==> config.mk <==
export PLATFORM = sky130hd
export DESIGN_NAME = tdm_demux_4ch_flat
export DESIGN_NICKNAME = d
export VERILOG_FILES = /design/src/rtl/tdm_demux_4ch_if.sv /design/src/rtl/tdm_demux_4ch.sv /design/src/flat_wrapper.sv
export SDC_FILE = /design/constraint.sdc
export NUM_CORES = 1
export LEC_CHECK = 0
export BUFFER_PORTS_ARGS = -buffer_cell sky130_fd_sc_hd__buf_2
export CORE_ASPECT_RATIO = 1.1
export CORE_MARGIN = 5
export CORE_UTILIZATION = 45
export DETAILED_ROUTE_END_ITERATION = 8
export PLACE_DENSITY_LB_ADDON = 0.08
export SKIP_CTS_REPAIR_TIMING = 1
export SLEW_MARGIN = 20
export SYNTH_ARGS = -nofsm -noshare
export SYNTH_HDL_FRONTEND = slang
export SYNTH_SLANG_ARGS = --single-unit
==> constraint.sdc <==
create_clock -name clk -period 1.65 [get_ports clk]
set_input_delay 0.2475 -clock clk [delete_from_list [all_inputs] [get_ports clk]]
set_output_delay 0.2475 -clock clk [all_outputs]
set_load 0.02 [all_outputs]
==> src/rtl/tdm_demux_4ch_if.sv <==
// TDM demux bus: shared slot line in, assembled frame and status out.
// Carries the optional framing-error signals (TDM_DEMUX_ERR_EN).
interface tdm_demux_4ch_if #(
    parameter int WIDTH = 8
) ();
    logic [WIDTH-1:0]   din;
    logic               din_valid;
    logic               sync;
    logic [4*WIDTH-1:0] out;
    logic               frame_valid;
    logic [3:0]         slot_sel;
    logic               sync_err;
    logic [7:0]         err_cnt;

    modport master (
        output din, din_valid, sync,
        input  out, frame_valid, slot_sel, sync_err, err_cnt
    );

    modport slave (
        input  din, din_valid, sync,
        output out, frame_valid, slot_sel, sync_err, err_cnt
    );
endinterface

==> src/rtl/tdm_demux_4ch.sv <==
// 4-slot TDM demultiplexer with HUNT/LOCK frame alignment.
// Define TDM_DEMUX_ERR_EN to build the framing-error pulse and counter.
module tdm_demux_4ch #(
    parameter int WIDTH = 8
) (
    input  logic           clk,
    input  logic           rst_n,
    tdm_demux_4ch_if.slave bus
);

    typedef enum logic {
        HUNT = 1'b0,
        LOCK = 1'b1
    } state_t;

    state_t                  state, state_d;
    logic [1:0]              cnt, cnt_d;
    logic [3:0][WIDTH-1:0]   cap;
    logic                    cap_we;
    logic [1:0]              cap_idx;
    logic                    done;
    logic                    err;

    // Next state, slot counter and capture control for one accepted beat.
    always_comb begin
        state_d = state;
        cnt_d   = cnt;
        cap_we  = 1'b0;
        cap_idx = cnt;
        done    = 1'b0;
        err     = 1'b0;
        if (bus.din_valid) begin
            unique case (state)
                HUNT: begin
                    if (bus.sync) begin
                        cap_we  = 1'b1;
                        cap_idx = 2'd0;
                        cnt_d   = 2'd1;
                        state_d = LOCK;
                    end
                end
                LOCK: begin
                    if (bus.sync) begin
                        // resync: a mid-frame marker restarts the frame
                        cap_we  = 1'b1;
                        cap_idx = 2'd0;
                        cnt_d   = 2'd1;
                        err     = (cnt != 2'd0);
                    end else if (cnt == 2'd0) begin
                        // missing marker: lost alignment
                        state_d = HUNT;
                        cnt_d   = 2'd0;
                        err     = 1'b1;
                    end else begin
                        cap_we  = 1'b1;
                        cap_idx = cnt;
                        cnt_d   = cnt + 2'd1;
                        done    = (cnt == 2'd3);
                    end
                end
                default: ;
            endcase
        end
    end

    // State and slot counter registers.
    always_ff @(posedge clk or negedge rst_n) begin
        if (!rst_n) begin
            state <= HUNT;
            cnt   <= 2'd0;
        end else begin
            state <= state_d;
            cnt   <= cnt_d;
        end
    end

    // Per-slot capture registers.
    always_ff @(posedge clk or negedge rst_n) begin
        if (!rst_n) begin
            cap <= '0;
        end else if (cap_we) begin
            cap[cap_idx] <= bus.din;
        end
    end

    // Frame output: slot 3 arrives on din, so it is merged in directly
    // and the whole frame lands in out on the same edge.
    always_ff @(posedge clk or negedge rst_n) begin
        if (!rst_n) begin
            bus.out         <= '0;
            bus.frame_valid <= 1'b0;
        end else begin
            bus.frame_valid <= done;
            if (done) begin
                bus.out <= {bus.din, cap[2], cap[1], cap[0]};
            end
        end
    end

    // Registered one-hot of the slot expected on the next beat.
    always_ff @(posedge clk or negedge rst_n) begin
        if (!rst_n) begin
            bus.slot_sel <= 4'b0000;
        end else if (state_d == LOCK) begin
            bus.slot_sel <= 4'b0001 << cnt_d;
        end else begin
            bus.slot_sel <= 4'b0000;
        end
    end

`ifdef TDM_DEMUX_ERR_EN
    // Framing-error pulse and saturating error count.
    always_ff @(posedge clk or negedge rst_n) begin
        if (!rst_n) begin
            bus.sync_err <= 1'b0;
            bus.err_cnt  <= 8'h00;
        end else begin
            bus.sync_err <= err;
            if (err && bus.err_cnt != 8'hff) begin
                bus.err_cnt <= bus.err_cnt + 8'h01;
            end
        end
    end
`else
    logic unused_err;
    assign unused_err   = err;
    assign bus.sync_err = 1'b0;
    assign bus.err_cnt  = 8'h00;
`endif

endmodule

==> src/flat_wrapper.sv <==
// flat-port wrapper written by rule: the top's interface ports become plain ports
module tdm_demux_4ch_flat 
#(
    parameter int WIDTH = 8
)
  (clk, rst_n, bus_din, bus_din_valid, bus_sync, bus_out, bus_frame_valid, bus_slot_sel, bus_sync_err, bus_err_cnt);
  tdm_demux_4ch_if #(.WIDTH(WIDTH)) bus_i ();
  input  logic clk;
  input  logic rst_n;
  input wire logic [$bits(bus_i.din)-1:0] bus_din;
  input wire logic [$bits(bus_i.din_valid)-1:0] bus_din_valid;
  input wire logic [$bits(bus_i.sync)-1:0] bus_sync;
  output wire logic [$bits(bus_i.out)-1:0] bus_out;
  output wire logic [$bits(bus_i.frame_valid)-1:0] bus_frame_valid;
  output wire logic [$bits(bus_i.slot_sel)-1:0] bus_slot_sel;
  output wire logic [$bits(bus_i.sync_err)-1:0] bus_sync_err;
  output wire logic [$bits(bus_i.err_cnt)-1:0] bus_err_cnt;
  assign bus_i.din = bus_din;
  assign bus_i.din_valid = bus_din_valid;
  assign bus_i.sync = bus_sync;
  assign bus_out = bus_i.out;
  assign bus_frame_valid = bus_i.frame_valid;
  assign bus_slot_sel = bus_i.slot_sel;
  assign bus_sync_err = bus_i.sync_err;
  assign bus_err_cnt = bus_i.err_cnt;
  tdm_demux_4ch #(.WIDTH(WIDTH)) u_core (.clk(clk), .rst_n(rst_n), .bus(bus_i));
endmodule
# Yosys cells after proc, flatten, opt, wreduce, memory -nomap -nowiden
# Index checks and enable logic that the tools add are counted.
[word_totals] regBits=72
[classes] addsub=1 order_cmp=2 eq_ne=1 shifts=1 n_mux=21 bitwise=1 reduce_logical=2
[op_table] cell="bitwise mux 32 bit" count=1
[op_table] cell="demux 8 bit (select 2 bit)" count=1
[op_table] cell="two-way mux 2 bit" count=6
[op_table] cell="two-way mux 1 bit" count=9
[op_table] cell="two-way mux 8 bit" count=1
[op_table] cell="two-way mux 4 bit" count=1
[op_table] cell="one-hot mux 2 bit (2 select lines)" count=1
[op_table] cell="<< shifter 1 x 2 -> 4 bit, first input constant" count=1
[op_table] cell="less-than comparator 2 x 3 -> 1 bit, second input constant" count=1
[op_table] cell="adder 2 x 1 -> 2 bit, second input constant" count=1
[op_table] cell="equality test 2 bit, second input constant" count=1
[op_table] cell="greater-or-equal comparator 2 x 1 -> 1 bit, second input constant" count=1
[op_table] cell="zero test 2 bit" count=1
[op_table] cell="one-hot mux 1 bit (2 select lines)" count=1
[op_table] cell="logical AND 1 bit" count=1
[op_table] cell="NOT 1 bit" count=1

# Logic depth before layout (Yosys ltp)
[logic_depth] word_depth=7 mapped_depth=6

# Worst setup path before layout
# OpenSTA, ideal clock, no wires.
[synth_timing] kind="flip-flop to flip-flop" from="register u_core.cnt[0]" to="register u_core.cap[0] in the netlist's numbering" setup_ps=125 arrival_time_ps=1552 t_required_ps=1525 slack_ps=-27 stages_incl_launch_ff=6 path_buffers=0 period_less_slack_ps=1677 path_cell_list="dfrtp_1 > inv_1 > ha_1 > nor4b_1 > o21ai_2 > mux2_2"
[synth_via] elab_chain_len=7 elab_cells_between_ends=13 cone_classes="order compare (2); mux (9); reduce/logical (2)"
[synth_rtl] item="from (decl)" line_no="tdm_demux_4ch.sv:17" source="logic [1:0] cnt, cnt_d;"
[synth_rtl] item="from (signal assigned)" line_no="tdm_demux_4ch.sv:73" source="cnt <= cnt_d;"
[synth_rtl] item="two-way mux 2 bit" line_no="tdm_demux_4ch.sv:35, tdm_demux_4ch.sv:43"
[synth_rtl] item="two-way mux 2 bit" line_no="tdm_demux_4ch.sv:32" source="if (bus.din_valid) begin"
[synth_rtl] item="less-than comparator 2 x 3 -> 1 bit (not written as such) / greater-or-equal comparator 2 x 1 -> 1 bit (equally long branches)" line_no="tdm_demux_4ch.sv:82" source="cap[cap_idx] <= bus.din;"
[synth_rtl] item="logical AND 1 bit (not written as such)" line_no="tdm_demux_4ch.sv:82"
[synth_rtl] item="two-way mux 8 bit (not written as such)" line_no="tdm_demux_4ch.sv:82"
[synth_rtl] item="demux 8 bit (select 2 bit)"
[synth_rtl] item="bitwise mux 32 bit" line_no="tdm_demux_4ch.sv:82"
[synth_rtl] item="to (signal, indexed assignment)" line_no="tdm_demux_4ch.sv:82"
[synth_rtl] item="to (decl)" line_no="tdm_demux_4ch.sv:18" source="logic [3:0][WIDTH-1:0] cap;"
# Parallel ways exist; a longest one is shown, timed or not.
# A chain may end at the register's enable or synchronous reset.

# Worst setup path in the final report
[layout_timing] from="register u_core.cnt[1]" to="register u_core.cap[1] in the netlist's numbering"
# Same word-level chain as after synthesis.

==> report_table.html <==
<table>
<tr><th>Metric</th><th>Value</th></tr>
<tr><th colspan="2">STA</th></tr>
<tr><td>Final hold violation count</td><td>0</td></tr>
<tr><td>Final critical-path required period</td><td>1602 ps</td></tr>
<tr><td>RSZ-0062 raised after global routing</td><td>yes</td></tr>
<tr><td>Tcrit/Tclk final</td><td>0.9707</td></tr>
<tr><td>Final Setup Violations</td><td>0</td></tr>
<tr><td>Maximum operating frequency</td><td>~0.62 GHz</td></tr>
<tr><td>Hold slack final</td><td>slightly below 200 ps</td></tr>
<tr><td>Layout Skew</td><td>approximately 7 ps</td></tr>
<tr><td>Number of max-slew violations in the final report</td><td>0</td></tr>
<tr><th colspan="2">CTS</th></tr>
<tr><td>Clock tree root driver cell</td><td>sky130_fd_sc_hd__clkbuf_8</td></tr>
<tr><td>Total clock buffers created by CTS</td><td>9</td></tr>
<tr><td>CTS tree</td><td>done</td></tr>
<tr><td>Clock edge transition at the registers on the reported setup and hold paths</td><td>~70 ps</td></tr>
<tr><td>Maximum level of the CTS H-tree</td><td>3</td></tr>
<tr><td>Number of sinks handled by clock tree synthesis</td><td>64</td></tr>
<tr><td>Insertion delay to the later sink of the worst-skew pair</td><td>approximately 330 ps</td></tr>
<tr><td>Deepest clock path buffer count</td><td>2</td></tr>
<tr><th colspan="2">Worst setup path</th></tr>
<tr><td>Crit path max fanout</td><td>8</td></tr>
<tr><td>Worst Path Required</td><td>between 1500 and 2000 ps</td></tr>
<tr><td>Register-to-Register Setup Slack</td><td>about 48 ps</td></tr>
<tr><td>Launching instance or port of the critical path</td><td>u_core.cnt[1]</td></tr>
<tr><td>CP Data Arrival Time</td><td>about 1800 ps</td></tr>
<tr><td>Crit path launch type</td><td>flop</td></tr>
<tr><td>R2r endpoint</td><td>u_core.cap[1]</td></tr>
<tr><td>RR Startpoint</td><td>u_core.cnt[1]</td></tr>
<tr><td>Worst setup path endpoint</td><td>u_core.cap[1]</td></tr>
<tr><td>Worst reg-to-reg path cell count</td><td>5</td></tr>
<tr><td>Critical path capture point type</td><td>flop</td></tr>
<tr><td>CP Class</td><td>reg -&gt; reg</td></tr>
<tr><th colspan="2">Power</th></tr>
<tr><td>Power density over the cells</td><td>about 1900 nW/um^2</td></tr>
<tr><td>Comb pwr share</td><td>0.384</td></tr>
<tr><td>Max VDD drop</td><td>approximately 930 uV</td></tr>
<tr><td>Internal power contribution</td><td>approximately 4100 uW</td></tr>
<tr><td>Total design power</td><td>6150 uW</td></tr>
<tr><td>Switching share of total power</td><td>0.3383</td></tr>
<tr><td>Reg power frac</td><td>0.419</td></tr>
<tr><td>Switching power</td><td>about 2100 uW</td></tr>
<tr><td>Clk pwr share</td><td>0.197</td></tr>
<tr><td>Lkg Pwr</td><td>0.001741 uW</td></tr>
<tr><th colspan="2">Global route</th></tr>
<tr><td>Largest net degree at the start of global routing</td><td>65</td></tr>
<tr><td>Global routing usage summed across all routing layers</td><td>0.1421</td></tr>
<tr><td>Remaining global-route overflow</td><td>0</td></tr>
<tr><td>Vias in the first global route</td><td>~1700</td></tr>
<tr><td>Global-route wire length before repair</td><td>approximately 8.6 mm</td></tr>
<tr><td>Antenna violations before repair</td><td>0</td></tr>
<tr><th colspan="2">Die</th></tr>
<tr><td>Initial cell density of the core</td><td>0.4657</td></tr>
<tr><td>Die area</td><td>7661 um^2</td></tr>
<tr><td>Boundary Pins</td><td>58</td></tr>
<tr><td>DIE WIDTH</td><td>around 84 um</td></tr>
<tr><td>Vertical extent of the die</td><td>roughly 90 um</td></tr>
<tr><td>Std cell rows</td><td>29</td></tr>
<tr><td>Standard cell core area</td><td>around 5800 um^2</td></tr>
<tr><th colspan="2">Logic synthesis</th></tr>
<tr><td>Fraction of the mapped netlist area in adder cells</td><td>0.01388</td></tr>
<tr><td>Area contributors post-synth</td><td>sky130_fd_sc_hd__dfrtp_1 (59%), sky130_fd_sc_hd__mux2_4 (16%), sky130_fd_sc_hd__mux2_2 (11%)</td></tr>
<tr><td>Synth Register Bits</td><td>64</td></tr>
<tr><td>Number of warnings reported in the yosys synthesis log</td><td>0</td></tr>
<tr><td>Top cell type by total area after synthesis</td><td>sky130_fd_sc_hd__dfrtp_1</td></tr>
<tr><td>Proportion of synthesized area in mux cells</td><td>0.2735</td></tr>
<tr><td>Complex-gate fraction of the synthesized area</td><td>0.02869</td></tr>
<tr><td>Main combinational cell family by area after synthesis</td><td>multiplexers</td></tr>
<tr><td>Post-Synth XOR/XNOR Area</td><td>0</td></tr>
<tr><td>Mapped Cells</td><td>approximately 170</td></tr>
<tr><td>Synthesized area per cell</td><td>between 15 and 20 um^2</td></tr>
<tr><td>Count of different cell masters after synthesis</td><td>24</td></tr>
<tr><td>Area fraction in and, or, nand and nor cells after synthesis</td><td>0.03563</td></tr>
<tr><td>Sequential share of the synthesized area</td><td>0.5923</td></tr>
<tr><td>Share of the synthesized area in the top cell type</td><td>0.5923</td></tr>
<tr><td>Mapped cell area</td><td>~2700 um^2</td></tr>
<tr><th colspan="2">Final layout</th></tr>
<tr><td>Area of the multi-input gates</td><td>about 1000 um^2</td></tr>
<tr><td>Cell area after layout</td><td>approximately 3300 um^2</td></tr>
<tr><td>Fillers</td><td>between 400 and 500</td></tr>
<tr><td>Count of nets after finishing</td><td>246</td></tr>
<tr><td>Number of antenna diodes</td><td>0</td></tr>
<tr><td>Sequential cell area</td><td>approximately 1600 um^2</td></tr>
<tr><td>Final core utilization</td><td>0.5688</td></tr>
<tr><td>Proportion of layout cells with a drive suffix above 1</td><td>0.5975</td></tr>
<tr><td>Most frequent standard cell in the layout excluding fill and tap cells</td><td>sky130_fd_sc_hd__dfrtp_1</td></tr>
<tr><td>Area growth, synth to finish</td><td>22.12%</td></tr>
<tr><td>Final Instance Count excl. Fillers</td><td>between 300 and 400</td></tr>
<tr><td>Commonest non-fill, non-tap cells in the layout</td><td>sky130_fd_sc_hd__dfrtp_1 (64), sky130_fd_sc_hd__buf_2 (48), sky130_fd_sc_hd__mux2_4 (29), sky130_fd_sc_hd__mux2_2 (27), sky130_fd_sc_hd__clkbuf_8 (12)</td></tr>
<tr><th colspan="2">Place</th></tr>
<tr><td>Dpl cell area</td><td>roughly 3100 um^2</td></tr>
<tr><td>Final weighted congestion of routability-driven global placement</td><td>0.7624</td></tr>
<tr><td>Count of port buffers added during placement</td><td>48</td></tr>
<tr><td>Half-perimeter wire length of the detailed placement result</td><td>approximately 3.5 mm</td></tr>
<tr><td>Placed cell count</td><td>slightly below 300</td></tr>
<tr><th colspan="2">Detailed routing</th></tr>
<tr><td>Iteration count of the initial detailed-routing pass</td><td>4</td></tr>
<tr><td>Remaining antenna violation count after routing</td><td>0</td></tr>
<tr><td>DR iter-0 viols</td><td>65</td></tr>
<tr><td>Via Count</td><td>about 1500</td></tr>
<tr><td>Wire length per cell</td><td>16.45 um</td></tr>
<tr><td>Wirelength, routed</td><td>a little over 5 mm</td></tr>
<tr><td>Number of remaining DRC errors</td><td>0</td></tr>
<tr><td>Via count normalized by instance count</td><td>a little under 5</td></tr>
<tr><th colspan="2">Flow run</th></tr>
<tr><td>Max_cap viols</td><td>0</td></tr>
<tr><th colspan="2">Min path</th></tr>
<tr><td>Worst min-delay path category</td><td>in -&gt; reg</td></tr>
<tr><th colspan="2">Outcome</th></tr>
<tr><td>Status</td><td>complete, no violations</td></tr>
</table>
==> power by group through the flow <==
stage	Clock [uW]	Combinational (uW)	Sequential [uW]
6_report	1210	2360	2570
5_1_grt	1320	2530	2670
4_1_cts	1260	2300	2580
3_5_place_dp	0	2290	2600
3_3_place_gp	0	2230	2570
2_1_floorplan	0	1100	3060
==> flip-flops by register name (all words and copies together), names as in the netlist <==
| register | count |
|---|---|
| u_core.bus.frame_valid | 1 |
| u_core.bus.out | 32 |
| u_core.bus.slot_sel | 4 |
| u_core.cap | 24 |
| u_core.cnt | 2 |
| u_core.state | 1 |
==> worst min-delay path by stage <==
stage / startpoint / to / slack, ps / cells past startpoint
after global routing: bus_din[7] / u_core.cap[7] / 200 / 2
final: bus_din[6] / u_core.cap[14] / 200 / 2
after detailed placement: rst_n / u_core.bus.out[4] / 290 / 2
after global placement: rst_n / u_core.bus.out[28] / 280 / 2
after floorplan: rst_n / u_core.bus.frame_valid / -50 / 0
after CTS: rst_n / u_core.bus.out[28] / -70 / 2
==> routing by layer <==
metal | up-vias | track usage | routed length [um]
met3 | 13 | 0.05249 | 260
met2 | 44 | 0.2321 | 2626
met1 | 784 | 0.1699 | 2141
met4 | 0 | 0.05898 | 121
li1 | 699 | - | -
met5 | - | 0 | 0
==> area by class of cell <==
type / instances / area share
inverter: 5 / 0.005684
clock buffer: 13 / 0.05116
multi-input combinational: 91 / 0.3122
clock inverter: 3 / 0.004547
tap: 77 / 0.02918
timing repair buffer: 60 / 0.1122
sequential: 64 / 0.4850
==> cells by family (layout without fill, tap and decap cells) <==
family          Yosys count  in the layout
compound gates           10             10
fa+ha+maj                 3              3
buf+inv                  20             81
flops                    64             64
mux                      56             56
other cells               1              9
simple gates             13             13
==> critical path: stages, from the launching register on <==
cell and delay, ps:
sky130_fd_sc_hd__dfrtp_1 390, sky130_fd_sc_hd__inv_2 110, sky130_fd_sc_hd__ha_4 190, sky130_fd_sc_hd__nor4b_4 60, sky130_fd_sc_hd__o21ai_4 340, sky130_fd_sc_hd__mux2_2 390
==> cells in the mapped netlist (all sizes together) <==
library cell / number
nor2: 4
a311oi: 2
and2: 1
a21oi: 2
nor4b: 2
nand3b: 1
a22o: 1
o21ai: 3
buf: 15
a32oi: 1
o22ai: 1
mux2: 56
ha: 3
inv: 5
conb: 1
nand2: 2
nand4: 2
dfrtp: 64
nand3: 1
==> metrics by stage <==
stage               setup slack [ps]  setup TNS, ps
global placement              -83.50         -647.8
floorplan                      10.60              0
CTS                           -188.3          -1565
global route                  -32.23         -113.5
finish                         48.30              0
detailed placement            -179.7          -1346
Note: power is estimated with default switching activity, not from simulation.
